### src/rtl/stopwatch_ctrl.sv
// Stopwatch time controller: 2 Hz / 1 Hz clock-enable time base, run/pause/adjust
// mode sequencing and the minute/second registers read directly by the display.
module stopwatch_ctrl #(
  parameter int unsigned TICK_DIV = 50000000
) (
  input  logic       clk,
  input  logic       rst,
  input  logic       sel,
  input  logic       adj,
  input  logic       pause_btn,
  input  logic       clr_btn,
  output logic [5:0] minutes,
  output logic [5:0] seconds,
  output logic [1:0] mode,
  output logic       tick_2hz,
  output logic       tick_1hz
);

  localparam int unsigned PW = (TICK_DIV > 2) ? $clog2(TICK_DIV) : 1;
  localparam int unsigned TW = 6;
  localparam logic [PW-1:0] PRE_LAST = PW'(TICK_DIV - 1);
  localparam logic [TW-1:0] MAX_VAL  = TW'(59);

  typedef enum logic [1:0] {
    MODE_RUN     = 2'b00,
    MODE_PAUSED  = 2'b01,
    MODE_ADJ_SEC = 2'b10,
    MODE_ADJ_MIN = 2'b11
  } mode_e;

  mode_e         mode_q, mode_d;
  logic [PW-1:0] pre_q, pre_d;
  logic          half_q, half_d;
  logic          paused_q, paused_d;
  logic [TW-1:0] min_q, min_d;
  logic [TW-1:0] sec_q, sec_d;

  // Modulo-60 increment; anything at or above 59 folds back to zero.
  function automatic logic [TW-1:0] wrap_inc(input logic [TW-1:0] v);
    return (v >= MAX_VAL) ? '0 : v + TW'(1);
  endfunction

  // Time base enables are decoded from the registered prescaler state.
  assign tick_2hz = (pre_q == PRE_LAST);
  assign tick_1hz = tick_2hz & half_q;

  assign minutes = min_q;
  assign seconds = sec_q;
  assign mode    = mode_q;

  always_ff @(posedge clk or negedge rst) begin
    if (!rst) begin
      mode_q   <= MODE_PAUSED;
      pre_q    <= '0;
      half_q   <= 1'b0;
      paused_q <= 1'b1;
      min_q    <= '0;
      sec_q    <= '0;
    end else begin
      mode_q   <= mode_d;
      pre_q    <= pre_d;
      half_q   <= half_d;
      paused_q <= paused_d;
      min_q    <= min_d;
      sec_q    <= sec_d;
    end
  end

  always_comb begin
    pre_d    = tick_2hz ? '0 : pre_q + PW'(1);
    half_d   = half_q ^ tick_2hz;
    paused_d = paused_q;
    mode_d   = mode_q;
    min_d    = min_q;
    sec_d    = sec_q;

    // Pause requests are only honoured outside adjust so the run state survives it.
    if (pause_btn && !adj) begin
      paused_d = ~paused_q;
    end

    if (adj) begin
      mode_d = sel ? MODE_ADJ_SEC : MODE_ADJ_MIN;
    end else begin
      mode_d = paused_d ? MODE_PAUSED : MODE_RUN;
    end

    unique case (mode_q)
      MODE_RUN: begin
        if (tick_1hz) begin
          if (sec_q >= MAX_VAL) begin
            sec_d = '0;
            min_d = wrap_inc(min_q);
          end else begin
            sec_d = sec_q + TW'(1);
          end
        end
      end
      MODE_ADJ_SEC: begin
        if (tick_2hz) begin
          sec_d = wrap_inc(sec_q);
        end
      end
      MODE_ADJ_MIN: begin
        if (tick_2hz) begin
          min_d = wrap_inc(min_q);
        end
      end
      default: begin
      end
    endcase

    // Clear overrides any same-cycle increment and restarts the time base phase.
    if (clr_btn) begin
      pre_d  = '0;
      half_d = 1'b0;
      min_d  = '0;
      sec_d  = '0;
    end
  end

endmodule

### config.mk
export PLATFORM = sky130hd
export DESIGN_NAME = stopwatch_ctrl
export DESIGN_NICKNAME = d
export VERILOG_FILES = /design/src/rtl/stopwatch_ctrl.sv
export SDC_FILE = /design/constraint.sdc
export NUM_CORES = 1
export LEC_CHECK = 0
export ABC_AREA = 1
export BUFFER_PORTS_ARGS = -buffer_cell sky130_fd_sc_hd__buf_4
export CAP_MARGIN = 40
export CORE_ASPECT_RATIO = 0.5
export CORE_MARGIN = 10
export CORE_UTILIZATION = 58
export DETAILED_ROUTE_END_ITERATION = 7
export PLACE_DENSITY = 0.89
export SYNTH_ARGS = -nofsm -noshare
export SYNTH_HDL_FRONTEND = slang
export SYNTH_SLANG_ARGS = --single-unit
### constraint.sdc
create_clock -name clk -period 3 [get_ports clk]
set_input_delay 0.3 -clock clk [delete_from_list [all_inputs] [get_ports clk]]
set_output_delay 0.3 -clock clk [all_outputs]
set_load 0.02 [all_outputs]
==> qor.yml <==
status: "finished, violations left"
violations: "negative hold slack"
power_frac_comb: 0.191
path_clk_slew_ps: 80
worstPathRequired_ps: 3190
muxShareOfSynthArea: 0
min_period_ps: 2740
avgSynthCellArea_sq_um: 7.09
synth_fa_ha_area_frac: 0.0198
syn_area_sq_um: 2530
reg2reg_depth: 12
setup_viol_count_final: 0
viasPerCell: 5.28
synthCells: 357
grt_pass1_vias: 2169
synth-seq-area-share: 0.416
grt_usage: 0.157
grt_first_pass_wirelength_um: 9780
max-vdd-ir-drop_mv: 0.304
synth_nets: 367
first_iter_violations: 149
drive_above_1_share: 0.161
critPathLaunchType: "register"
fin_crit_sh: 0.913
initial_core_util: 0.626
clock-sinks: 42
nNetsFinal: 393
max_cap_viol_count: 0
antenna_found_initial: 0
p_sw_mw: 0.384
path_max_fanout: 8
grt.overflow.total: 0
die_h_um: 66.7
worst_slew_margin_rel: 0.573
clock_path_buffers: 2
placedCellCount: 430
cts_resized: 0
p_int_mw: 0.892
dp_hpwl_um: 4410
drv_slew: 0
drc: 0
grt_max_degree: 43
cts_tree: "built"
worstSetupPathType: "register to register"
cts_inserted_buffers: 5
clock_skew_ps: 3.36
hold_class: "primary input to asynchronous set/reset pin"
synth-compound-area-share: 0.0317
clock_latency_ps: 290
fin_total_pwr_mw: 1.28
worst_pin_slew_ps: 634
synth-xor-area-share: 0.0381
gp_congestion: 0.922
core_area_sq_um: 4040
ant_nets: 0
postCtsSetupRepairBufs: 0
cp-end-kind: "register"
die_w_um: 113
port_buffers: 21
synth-simple-area-share: 0.438
finalNonFillerCells: 438
yosys_warnings: 0
cts.htree.levels: 2
switching_share: 0.301
cellPowerDensity_nw_per_um2: 450
wl_per_cell_um: 13.1
tns_ps: 0
num_vias: 2311
crit_start: "pre_q[0]$_DFF_PN0_"
ys_types: 30
final_hold_viol_count: 40
max_freq_mhz: 365
fp-row-count: 16
pwr-share-seq: 0.515
clockPowerShare: 0.295
syn2layout_area_growth_pct: 12.1
antenna_cells: 0
cts_hold_buf: 0
ys_seq_elements: 42
dieArea_sq_um: 7560
fin_hold_ws_ps: -28.1
synth_top_family_by_area: "simple AND/OR/NAND/NOR gates"
drt-total-wl_um: 5740
p_leak_nw: 1.27
rsz0062_at_grt: "no"
cts-root-buf: "clkbuf_8"
ios: 22
firstDrtPassIters: 5
r2r-start: "pre_q[0]$_DFF_PN0_"
arrival_ps: 2930
layout make-up:
class,count,area [sq um]
Clock inverter,2,12.5
Multi-Input combinational cell,279,1330
Timing Repair Buffer,21,158
Inverter,34,128
Sequential cell,42,1050
Fill cell,351,1210
Tap cell,54,67.6
Clock buffer,6,82.6
kinds of logic (layout without fill, tap and decap cells):
logic type / after synthesis / in the layout
simple gates: 252 / 252
flops: 42 / 42
buf+inv: 36 / 63
compound gates: 12 / 12
xor+xnor: 11 / 11
fa+ha+maj: 4 / 4
cells in the final DEF (no fill, tap or decap), types with 2 or more instances in the layout:
| cell | instances |
|---|---|
| a21oi_1 | 2 |
| a31oi_1 | 3 |
| buf_4 | 21 |
| clkbuf_8 | 6 |
| dfrtp_1 | 40 |
| dfstp_2 | 2 |
| ha_1 | 4 |
| inv_1 | 30 |
| inv_2 | 4 |
| nand2_1 | 98 |
| nand2_2 | 8 |
| nand3_1 | 27 |
| nand3_2 | 2 |
| nand4_1 | 4 |
| nor2_1 | 89 |
| nor2_2 | 6 |
| nor2_4 | 5 |
| nor3_1 | 8 |
| o21ai_0 | 3 |
| xnor2_1 | 3 |
| xor2_1 | 8 |
synth_stat cells:
library cell   n  share of area
nand2_2        8          0.020
nand4_1        4         0.0099
nand3_2        2         0.0079
dfstp_2        2          0.021
nor3_1         8          0.016
nand3_1       27          0.053
inv_1         30          0.045
a31oi_1        3         0.0074
o21ai_0        3         0.0059
o21ai_1        1         0.0020
xnor2_1        3          0.010
a21oi_1        2         0.0040
o21ai_2        1         0.0035
nor3_2         1         0.0040
ha_1           4          0.020
nor2_1        89           0.13
xor2_1         8          0.028
dfrtp_1       40           0.40
clkbuf_1       1         0.0015
nor2_2         6          0.015
o21bai_2       1         0.0045
buf_6          1         0.0045
or2_2          1         0.0025
nor4_1         1         0.0025
nor2_4         5          0.022
nand2_4        1         0.0045
a21boi_2       1         0.0045
inv_2          4         0.0059
nor3b_1        1         0.0030
nand2_1       98           0.15
flip-flops by register name, indices dropped and copies added, names as in the netlist:
name	count
pre_q	26
minutes	6
seconds	6
mode	2
half_q	1
paused_q	1
routing by layer:
metal,GRT usage,wire length [um]
met2,0.276,2730
met1,0.175,2510
met4,0.0676,99
met3,0.0483,393
met5,0,0
stage by stage:
step	instance area, sq um	setup WS (ps)	util
6_report	2840	261	0.701
5_1_grt	2840	57.4	0.701
4_1_cts	2840	296	0.701
3_5_place_dp	2740	313	0.678
3_3_place_gp	2740	576	0.678
2_1_floorplan	2530	22.6	-
power groups by stage:
| stage | registers (mW) | logic, mW | clock network (mW) |
|---|---|---|---|
| global route | 0.662 | 0.273 | 0.415 |
| floorplan | 0.696 | 0.117 | 0 |
| detailed placement | 0.666 | 0.246 | 0 |
| global placement | 0.664 | 0.236 | 0 |
| CTS | 0.656 | 0.247 | 0.384 |
| finish | 0.656 | 0.243 | 0.376 |
critical path: stages (launching register included):
cell	delay, ps
dfrtp_1	410
ha_1	220
nand2_2	120
nor2_4	170
inv_2	60
nor4_1	460
ha_1	260
nor2_1	50
nand2_1	210
a21boi_2	360
nand2_2	160
nand2_1	100
nand2_1	50
worst paths after layout:
path | endpoint | slack, ps
min in group clk | mode[1]$_DFF_PN0_ | 120
setup reg to reg | minutes[4]$_DFFE_PN0P_ | 260
hold reg to reg | paused_q$_DFF_PN1_ | 500
hold / removal | pre_q[22]$_DFF_PN0_ | -30
max in group asynchronous | paused_q$_DFF_PN1_ | 2650
setup / recovery | minutes[4]$_DFFE_PN0P_ | 260
No activity file was read; power rests on OpenSTA's default activity.
